<file path="config.mk">
export PLATFORM = sky130hd
export DESIGN_NAME = alu_exec_multiciclo
export DESIGN_NICKNAME = d
export VERILOG_FILES = /design/src/rtl/alu_pkg.sv /design/src/rtl/muldiv_iter.sv /design/src/rtl/alu_exec_multiciclo.sv
export SDC_FILE = /design/constraint.sdc
export NUM_CORES = 1
export LEC_CHECK = 0
export ABC_CLOCK_PERIOD_IN_PS = 17900
export BUFFER_PORTS_ARGS = -buffer_cell sky130_fd_sc_hd__buf_2
export CORE_ASPECT_RATIO = 1.1
export CORE_MARGIN = 5
export CORE_UTILIZATION = 25
export DETAILED_ROUTE_END_ITERATION = 12
export SLEW_MARGIN = 5
export SYNTH_ARGS = -nofsm -noshare
export SYNTH_HDL_FRONTEND = slang
export SYNTH_SLANG_ARGS = --single-unit
</file>
<file path="constraint.sdc">
create_clock -name clk -period 17.9 [get_ports clk]
set_input_delay 2.685 -clock clk [delete_from_list [all_inputs] [get_ports clk]]
set_output_delay 2.685 -clock clk [all_outputs]
set_load 0.02 [all_outputs]
</file>
<file path="src/rtl/alu_pkg.sv">
// alu_pkg: ALU operation codes, aluOp encodings and FSM states shared by the multi-cycle ALU
package alu_pkg;
   localparam logic [3:0] ALU_ADD  = 4'd0;
   localparam logic [3:0] ALU_SUB  = 4'd1;
   localparam logic [3:0] ALU_SLL  = 4'd2;
   localparam logic [3:0] ALU_SLT  = 4'd3;
   localparam logic [3:0] ALU_SLTU = 4'd4;
   localparam logic [3:0] ALU_XOR  = 4'd5;
   localparam logic [3:0] ALU_SRL  = 4'd6;
   localparam logic [3:0] ALU_SRA  = 4'd7;
   localparam logic [3:0] ALU_OR   = 4'd8;
   localparam logic [3:0] ALU_AND  = 4'd9;
   // M codes live in their own space, selected by the decoded m flag; low 3 bits equal funct3
   localparam logic [3:0] ALU_MUL    = 4'd0;
   localparam logic [3:0] ALU_MULH   = 4'd1;
   localparam logic [3:0] ALU_MULHSU = 4'd2;
   localparam logic [3:0] ALU_MULHU  = 4'd3;
   localparam logic [3:0] ALU_DIV    = 4'd4;
   localparam logic [3:0] ALU_DIVU   = 4'd5;
   localparam logic [3:0] ALU_REM    = 4'd6;
   localparam logic [3:0] ALU_REMU   = 4'd7;
   localparam logic [1:0] ALUOP_ADD   = 2'b00;
   localparam logic [1:0] ALUOP_SUB   = 2'b01;
   localparam logic [1:0] ALUOP_FUNCT = 2'b10;
   localparam logic [1:0] ALUOP_ADD2  = 2'b11;
   typedef enum logic [1:0] {S_IDLE = 2'd0, S_EXEC = 2'd1, S_DONE = 2'd2} state_t;
   typedef struct packed {
      logic       m;
      logic [3:0] code;
   } dec_t;
endpackage

</file>
<file path="src/rtl/muldiv_iter.sv">
// muldiv_iter: iterative shift-add multiplier / restoring divider with sign fix-up and fast paths
module muldiv_iter import alu_pkg::*; #(
   parameter int XLEN = 32
) (
   input  logic            clk,
   input  logic            reset,
   input  logic            load_i,
   input  logic            step_i,
   input  logic [2:0]      fn_i,
   input  logic [XLEN-1:0] a_i,
   input  logic [XLEN-1:0] b_i,
   output logic            fast_o,
   output logic [XLEN-1:0] fast_res_o,
   output logic            last_o,
   output logic [XLEN-1:0] res_o
);
   localparam int CW = $clog2(XLEN);
   logic            sa, sb, div_zero, div_ovf, ge;
   logic [XLEN-1:0] ma, mb, hi_d, lo_d;
   logic [XLEN-1:0] hi_q, lo_q, mc_q;
   logic [XLEN:0]   sum, rs;
   logic [2*XLEN-1:0] prod;
   logic [2:0]      fn_q;
   logic            neg_q, negr_q;
   logic [CW-1:0]   cnt_q;
   // operand signedness, magnitudes and divide special cases, evaluated on the incoming request
   always_comb begin
      sa = a_i[XLEN-1] && (fn_i == ALU_MULH[2:0] || fn_i == ALU_MULHSU[2:0] || (fn_i[2] && !fn_i[0]));
      sb = b_i[XLEN-1] && (fn_i == ALU_MULH[2:0] || (fn_i[2] && !fn_i[0]));
      ma = sa ? -a_i : a_i;
      mb = sb ? -b_i : b_i;
      div_zero = fn_i[2] && b_i == '0;
      div_ovf = fn_i[2] && !fn_i[0] && a_i == {1'b1, {(XLEN-1){1'b0}}} && (&b_i);
      fast_o = div_zero || div_ovf;
      fast_res_o = fn_i[1] ? (div_ovf ? '0 : a_i) : (div_ovf ? a_i : '1);
   end
   // one iteration step plus the signed result of the state after that step
   always_comb begin
      sum = {1'b0, hi_q} + (lo_q[0] ? {1'b0, mc_q} : '0);
      rs = {hi_q, lo_q[XLEN-1]};
      ge = rs >= {1'b0, mc_q};
      hi_d = fn_q[2] ? (ge ? XLEN'(rs - {1'b0, mc_q}) : rs[XLEN-1:0]) : sum[XLEN:1];
      lo_d = fn_q[2] ? {lo_q[XLEN-2:0], ge} : {sum[0], lo_q[XLEN-1:1]};
      prod = neg_q ? -{hi_d, lo_d} : {hi_d, lo_d};
      res_o = fn_q[2] ? (fn_q[1] ? (negr_q ? -hi_d : hi_d) : (neg_q ? -lo_d : lo_d))
                      : (fn_q[1:0] == 2'b00 ? prod[XLEN-1:0] : prod[2*XLEN-1:XLEN]);
      last_o = cnt_q == CW'(XLEN-1);
   end
   // latch magnitudes and signs on load, then advance one bit per step
   always_ff @(posedge clk) begin
      if (reset) begin
         hi_q <= '0;
         lo_q <= '0;
         mc_q <= '0;
         fn_q <= '0;
         neg_q <= 1'b0;
         negr_q <= 1'b0;
         cnt_q <= '0;
      end else if (load_i) begin
         hi_q <= '0;
         lo_q <= ma;
         mc_q <= mb;
         fn_q <= fn_i;
         neg_q <= sa ^ sb;
         negr_q <= sa;
         cnt_q <= '0;
      end else if (step_i) begin
         hi_q <= hi_d;
         lo_q <= lo_d;
         cnt_q <= cnt_q + 1'b1;
      end
   end
endmodule

</file>
<file path="src/rtl/alu_exec_multiciclo.sv">
// alu_exec_multiciclo: decoded RV32I/M ALU with single-cycle base ops and iterative mul/div
module alu_exec_multiciclo import alu_pkg::*; #(
   parameter int XLEN     = 32,
   parameter bit ENABLE_M = 1'b1
) (
   input  logic            clk,
   input  logic            reset,
   input  logic            start,
   input  logic            op,
   input  logic            f7,
   input  logic            f7_0,
   input  logic [2:0]      f3,
   input  logic [1:0]      aluOp,
   input  logic [XLEN-1:0] srcA,
   input  logic [XLEN-1:0] srcB,
   output logic            busy,
   output logic            done,
   output logic [XLEN-1:0] result,
   output logic            zero
);
   localparam int SW = $clog2(XLEN);
   dec_t            dec;
   logic [SW-1:0]   shamt;
   logic [XLEN-1:0] base_res, fast_res, md_res, new_res;
   logic            fast, last, accept, ld;
   state_t          state_q;
   logic            busy_q, done_q, zero_q;
   logic [XLEN-1:0] result_q;
   // decode control fields into an operation code
   always_comb begin
      dec.m = aluOp == ALUOP_FUNCT && op && f7_0 && ENABLE_M;
      dec.code = ALU_ADD;
      if (dec.m) dec.code = {1'b0, f3};
      else if (aluOp == ALUOP_SUB) dec.code = ALU_SUB;
      else if (aluOp == ALUOP_FUNCT)
         case (f3)
            3'b000: dec.code = (op && f7) ? ALU_SUB : ALU_ADD;
            3'b001: dec.code = ALU_SLL;
            3'b010: dec.code = ALU_SLT;
            3'b011: dec.code = ALU_SLTU;
            3'b100: dec.code = ALU_XOR;
            3'b101: dec.code = f7 ? ALU_SRA : ALU_SRL;
            3'b110: dec.code = ALU_OR;
            default: dec.code = ALU_AND;
         endcase
   end
   // single-cycle base ALU on the incoming operands
   always_comb begin
      shamt = srcB[SW-1:0];
      case (dec.code)
         ALU_SUB:  base_res = srcA - srcB;
         ALU_SLL:  base_res = srcA << shamt;
         ALU_SLT:  base_res = XLEN'($signed(srcA) < $signed(srcB));
         ALU_SLTU: base_res = XLEN'(srcA < srcB);
         ALU_XOR:  base_res = srcA ^ srcB;
         ALU_SRL:  base_res = srcA >> shamt;
         ALU_SRA:  base_res = $signed(srcA) >>> shamt;
         ALU_OR:   base_res = srcA | srcB;
         ALU_AND:  base_res = srcA & srcB;
         default:  base_res = srcA + srcB;
      endcase
      accept = start && (state_q == S_IDLE || state_q == S_DONE);
      ld = accept && dec.m && !fast;
      new_res = dec.m ? fast_res : base_res;
   end
   muldiv_iter #(.XLEN(XLEN)) u_md (
      .clk        (clk),
      .reset      (reset),
      .load_i     (ld),
      .step_i     (state_q == S_EXEC),
      .fn_i       (dec.code[2:0]),
      .a_i        (srcA),
      .b_i        (srcB),
      .fast_o     (fast),
      .fast_res_o (fast_res),
      .last_o     (last),
      .res_o      (md_res)
   );
   // control FSM: accept requests, iterate M ops, publish result with a one-cycle done
   always_ff @(posedge clk) begin
      if (reset) begin
         state_q <= S_IDLE;
         busy_q <= 1'b0;
         done_q <= 1'b0;
         result_q <= '0;
         zero_q <= 1'b1;
      end else if (accept) begin
         state_q <= ld ? S_EXEC : S_DONE;
         busy_q <= 1'b1;
         done_q <= !ld;
         if (!ld) begin
            result_q <= new_res;
            zero_q <= new_res == '0;
         end
      end else if (state_q == S_EXEC) begin
         if (last) begin
            state_q <= S_DONE;
            done_q <= 1'b1;
            result_q <= md_res;
            zero_q <= md_res == '0;
         end
      end else begin
         state_q <= S_IDLE;
         busy_q <= 1'b0;
         done_q <= 1'b0;
      end
   end
   assign busy = busy_q;
   assign done = done_q;
   assign result = result_q;
   assign zero = zero_q;
endmodule

</file>
==> impl_metrics.tcl, run 1 <==
set metrics [dict create \
    outcome "finished, final reports clean" \
    dr_total_vias 30000 \
    dpl.hpwl_microns 102000 \
    synth-edff-count 0 \
    worstSkewPairLatency_ns 0.46 \
    tightest_slew_ns 1.46 \
    post_cts_buffers 0 \
    rows 122 \
    fin_ws_ns 9.49 \
    cts_buffer_depth 2 \
    ys_warn_count 0 \
    cts_resized 0 \
    synthFlopType "dfxtp_1" \
    mostFrequentLayoutCells "480 x nor2_1, 319 x nand2_1, 270 x a21oi_1" \
    rrSetupSlack_ns 10.36 \
    io_pins 110 \
    hold_path_class "register to register" \
    synth_seq_area_share_pct 11.3 \
    cpMaxStageDelayCell "a211oi_1" \
    use_met2_pct 38.3 \
    path_class "primary input to register" \
    cts_max_level 4 \
    cts_sinks 142 \
    powerDensity_nw_per_um2 55.0 \
    die_height_microns 343 \
    p_leak_nw 10.5 \
    worst-path-buf-inv 4 \
    startpoint_type "primary input" \
    firstDrtPassIters 9 \
    r2r_end "zero" \
    crit_path_max_fanout 50 \
    core-area_sq_um 100000 \
    p_clk_share_pct 24.8 \
    io_buffers 109 \
    hp-start "result[16]" \
    min_period_ns 8.41 \
    yosysTopAreaCell "dfxtp_1" \
    routedWlPerCell_microns 27.1 \
    ys_types 114 \
    pwr-share-seq_pct 22.6 \
    report.final.slew_viol_count 0 \
    grt_pass1_wl_microns 190000 \
    synth_area_per_cell_sq_um 6.94 \
    synth_seq_cells 142 \
    pre_cts_ws_ns 9.17 \
    hold_viol_final 0 \
    rsz0062_at_grt "false" \
    async_flop_share_pct 0 \
    grtUsageMet3_pct 2.73 \
    critPathArrivalTime_ns 8.79 \
    synth.top_cell.area_share_pct 11.3 \
    fillers 11100 \
    worstPathCellList "buf_2 -> buf_4 -> inv_2 -> buf_4 -> ha_1 -> a21o_1 -> a21oi_1 -> o21ai_0 -> a211oi_1 -> o31ai_1 -> a211o_1 -> a41oi_1 -> nor4_1 -> o32ai_1 -> nor4_1 -> o21a_1 -> nor4_1 -> nand4_1 -> or4b_1 -> o211ai_2" \
    top_usage_layer "met2" \
    cellInternalPower_mw 0.767 \
    grt_pass1_vias 27600 \
    ys_top_cells_by_area "dfxtp_1 11%, ha_1 8.3%, nor2_1 7.2%" \
    tns_ns 0 \
    swShare_pct 49.3 \
    fp.dieArea_sq_um 107000 \
    cp_top_family "compound AO/OA/AOI/OAI gates" \
    drive_above_1_share_pct 10.3 \
    final_common_cell "nor2_1" \
    max_slew_margin_pct 1.92 \
    path_clk_slew_ns 0.08 \
    cap_violations 0 \
    hold_end "result[16]" \
    dieWidth_microns 313 \
    grt-ovfl-total 0 \
    root_buffer "clkbuf_16" \
    fin_skew_ns 0.0138 \
    grtUsageTotal_pct 23.2 \
    use_met1_pct 29.2 \
    ir_worst_vdd_uv 61.4 \
    hold_depth 2 \
    postCtsHoldBufs 0 \
    clock.fmax_ghz 0.119 \
    reg2reg_depth 18 \
    cpPeakStageDelay_ns 0.72 \
    totalWireLength_microns 132000 \
    setup.worst_path.end_class "register" \
    fin_nets 3793 \
    p_comb_share_pct 52.6 \
    finalSetupViolCount 0 \
    grt_max_degree 85 \
    start_util_pct 25.1 \
    min_period_over_period_pct 47.0 \
    synth_cells 3630 \
    antenna_found_initial 4 \
    cpMostUsedCell "nor4_1" \
    synth_area_sq_um 25200 \
    rr_startpoint "u_md.mc_q[18]" \
    cts_tree "yes" \
    cts_made_buffers 17 \
    p_sw_mw 0.744 \
    crit_start "srcB[2]" \
    drtIter0Drc 4186 \
    required_ns 18.28 \
    area_growth_pct 8.94 \
    viasPerCell 6.18 \
    drc_errors 0 \
    syn-num-nets 3877 \
    gp_congestion 1.05 \
    antenna_left 0 \
]
-- through the flow --
stage	hold slack [ns]	utilization (%)	cells	power, mW	area [sq um]
CTS	0.460	27.3	4861	1.49	27500
detailed placement	0.448	26.7	4829	1.11	26800
finish	0.454	27.3	4862	1.51	27500
global placement	0.440	26.7	4828	1.12	26800
floorplan	0.441	-	3630	0.845	25200
global route	0.475	27.3	4862	1.56	27500
-- state kept, by name, indices dropped and copies added (netlist names) --
signal	count
u_md.neg_q	1
u_md.hi_q	32
zero	1
busy	1
state_q	2
u_md.negr_q	1
u_md.fn_q	3
u_md.mc_q	32
result	32
u_md.lo_q	32
u_md.cnt_q	5
-- power groups by stage --
stage	combinational [mW]	sequential, mW	clock (mW)
global route	0.830	0.342	0.391
CTS	0.767	0.341	0.378
floorplan	0.495	0.350	0
detailed placement	0.764	0.348	0
global placement	0.769	0.348	0
finish	0.795	0.341	0.374
-- Yosys cell counts, drive strengths merged (12+ instances only) --
library cell / instances
nor2: 485
nand2: 321
a21oi: 273
o21ai: 239
clkbuf: 218
ha: 168
inv: 165
a211oi: 155
dfxtp: 142
xnor2: 139
nor3: 102
mux2i: 80
nand4: 70
nand3: 68
buf: 64
mux4: 64
and2: 61
a21o: 51
nor4: 51
a31oi: 49
o211ai: 45
or3: 37
o31ai: 35
xor2: 35
nor2b: 29
and3: 28
o21a: 27
a221oi: 25
a2111oi: 23
a211o: 23
nand2b: 23
o21bai: 20
a311oi: 18
a22oi: 15
o2111ai: 15
o221ai: 15
o22ai: 14
or2: 14
or4: 14
o211a: 13
o41ai: 13
mux2: 12
nor3b: 12
-- how the worst max path moves through the flow --
stage,slack (ns),cells after the start,endpoint
3_3_place_gp,9.15,20,zero
2_1_floorplan,10.11,21,zero
5_1_grt,9.14,20,zero
4_1_cts,9.59,20,zero
3_5_place_dp,9.17,20,zero
6_report,9.49,20,zero
-- worst reg2reg max path, cell delays in order, from the launching register on --
cell      delay, ns
dfxtp_1        0.50
inv_1          0.08
ha_1           0.45
nand4_1        0.35
nor4_1         0.69
a31o_2         0.67
nor4_1         0.20
nor3_2         0.33
ha_1           0.28
nand2_1        0.08
a311oi_2       0.52
nand3_1        0.59
nor4_4         0.88
a311oi_1       0.21
a211oi_1       0.62
o21ai_1        0.19
nor4_1         0.36
nand4_1        0.27
o211ai_2       0.20
-- cells by family (layout without fill, tap and decap cells) --
kind of cell	count (synthesis)	in the layout	synth area share, %
adder cells (fa/ha/maj)	172	172	8.66
other	0	1	0
flip-flops	142	142	11.3
AND/OR/NAND/NOR	1358	1358	25.8
XOR/XNOR	174	174	6.05
multiplexers	156	156	9.43
buffers and inverters	448	377	7.04
AO/OA/AOI/OAI	1180	1180	31.7
-- layout make-up --
type / instances / area [sq um] / area share, %
Inverter: 166 / 623 / 2.27
Multi-Input combinational cell: 3040 / 20700 / 75.2
Clock buffer: 17 / 425 / 1.55
Antenna cell: 1 / 2.50 / 0.00911
Sequential cell: 142 / 2850 / 10.4
Clock inverter: 15 / 186 / 0.679
Tap cell: 1302 / 1630 / 5.93
Timing Repair Buffer: 179 / 1090 / 3.95
-- per-layer routing --
| metal | vias up | share of wire [%] |
|---|---|---|
| met5 | - | 0 |
| met4 | 0 | 7.3 |
| met3 | 422 | 8.6 |
| met2 | 1909 | 45 |
| met1 | 14400 | 39 |
| li1 | 13300 | - |
Power figures use the tool's default switching activity.
==> run 2: changes to the inputs <==
Settings changed: ABC_CLOCK_PERIOD_IN_PS 17900 to 7000.
Clock period 17.9 ns to 7 ns, I/O delays scaled along.
==> run 2 against run 1 <==
  * Setup slack worse by 9.2 ns
  * Sequential power grew to 2.5 times the previous value
  * Hold slack barely moved
  * Wire length is 0.12% lower
  * Global-route usage about the same
  * Critical path depth shrank 1
  * Largest power group unchanged
  * Clock-buffer cell count unchanged
  * Sequential share of layout area decreased by 0.20 points
  * Power grew to 2.6 times the previous value
  * Flip-flop and latch count is the same
  * Largest cell class unchanged
==> impl_metrics.tcl, run 2 (same netlist as run 1, synthesis figures left out) <==
set metrics [dict create \
    setup.worst_path.end_class "register" \
    dr_total_vias 30000 \
    diodes 0 \
    hold_viol_final 0 \
    min_period_ns 6.71 \
    reg2reg_depth 18 \
    area_growth_pct 11.1 \
    grt-ovfl-total 0 \
    min_period_over_period_pct 95.8 \
    grt_pass1_vias 28200 \
    post_cts_buffers 0 \
    p_leak_nw 10.9 \
    totalWireLength_microns 131000 \
    grtUsageTotal_pct 23.2 \
    viasPerCell 6.09 \
    grt_max_degree 134 \
    required_ns 7.38 \
    critPathArrivalTime_ns 7.09 \
    antenna_found_initial 4 \
    gp_congestion 1.07 \
    final_util_pct 27.9 \
    io_pins 110 \
    cts_resized 0 \
    final_common_cell "nor2_1" \
    drtIter0Drc 3906 \
    drive_above_1_share_pct 12.1 \
    hold_path_class "register to register" \
    fin_skew_ns 0.0117 \
    mostFrequentLayoutCells "480 x nor2_1, 319 x nand2_1, 270 x a21oi_1" \
    start_util_pct 25.1 \
    core-area_sq_um 100000 \
    antenna_left 0 \
    crit_path_max_fanout 15 \
    worstSkewPairLatency_ns 0.46 \
    cap_violations 0 \
    drc_errors 0 \
    tightest_slew_ns 1.20 \
    postCtsHoldBufs 0 \
    path_class "primary input to register" \
    fp.dieArea_sq_um 107000 \
    rsz0062_at_grt "false" \
    tns_ns 0 \
    cts_buffer_depth 2 \
    outcome "finished, final reports clean" \
    report.final.slew_viol_count 0 \
    firstDrtPassIters 8 \
    cts_sinks 142 \
    rows 122 \
    dpl.hpwl_microns 103000 \
    fin_nets 3865 \
    hold_depth 2 \
    cts_tree "yes" \
    path_clk_slew_ns 0.07 \
    routedWlPerCell_microns 26.7 \
    ir_worst_vdd_uv 167 \
    cts_made_buffers 17 \
    powerDensity_nw_per_um2 143 \
    startpoint_type "primary input" \
    cts_max_level 4 \
    root_buffer "clkbuf_16" \
    die_height_microns 343 \
    grt_pass1_wl_microns 191000 \
    clock.fmax_ghz 0.149 \
    dieWidth_microns 313 \
    max_slew_margin_pct 19.8 \
    io_buffers 109 \
    finalSetupViolCount 0 \
]
-- run 2: per-stage QoR --
step	cells	setup slack [ns]	area, sq um	hold WS, ns	total power [mW]
final	4933	0.291	28000	0.454	3.99
after global routing	4933	0.00485	28000	0.479	4.13
after CTS	4933	0.553	28000	0.457	3.92
after detailed placement	4901	0.117	27400	0.446	2.92
after global placement	4901	0.0385	27400	0.442	2.93
after floorplan	3630	0.847	25200	0.441	2.16
-- run 2: layout make-up --
class                           count  area [sq um]
Clock inverter                     15           189
Multi-Input combinational cell   3040         20700
Timing Repair Buffer              251          1630
Sequential cell                   142          2850
Inverter                          166           623
Clock buffer                       17           425
Fill cell                       11200         72400
Tap cell                         1302          1630
-- run 2: final timing paths --
| check | from | endpoint | slack (ns) |
|---|---|---|---|
| max | srcA[14] | zero | 0.29 |
| min reg2reg | result[2] | result[2] | 0.45 |
| max reg2reg | u_md.lo_q[0] | zero | 0.32 |
| min | result[2] | result[2] | 0.45 |
-- run 2: metal layers --
layer  global-route usage, %  up-vias  wire length, microns
met5                       0        -                     0
met4                    13.6        0                  9660
met3                    3.82      440                 11800
met2                    38.6     1815                 59800
met1                    28.3    14300                 50200
li1                        -    13500                     -
-- run 2: worst max-delay path: stages --
cell and delay [ns]:
buf_2 0.23, or4_1 0.74, nor4_2 0.26, buf_4 0.19
nand4_1 0.28, a2111oi_4 0.98, nor2_1 0.45, a21oi_1 0.27
o21ai_0 0.25, nor4_1 0.29, nand4b_1 0.15, nor4_1 0.42
buf_4 0.20, nand4_1 0.16, nor4_1 0.31, buf_4 0.15
nand4_1 0.06, or4b_1 0.53, o211ai_2 0.09
-- run 2: power by group --
part	switching [mW]	internal (mW)	total (mW)
sequential	0.0312	0.837	0.868
clock	0.453	0.546	0.999
combinational	1.44	0.681	2.13
total	1.93	2.06	3.99
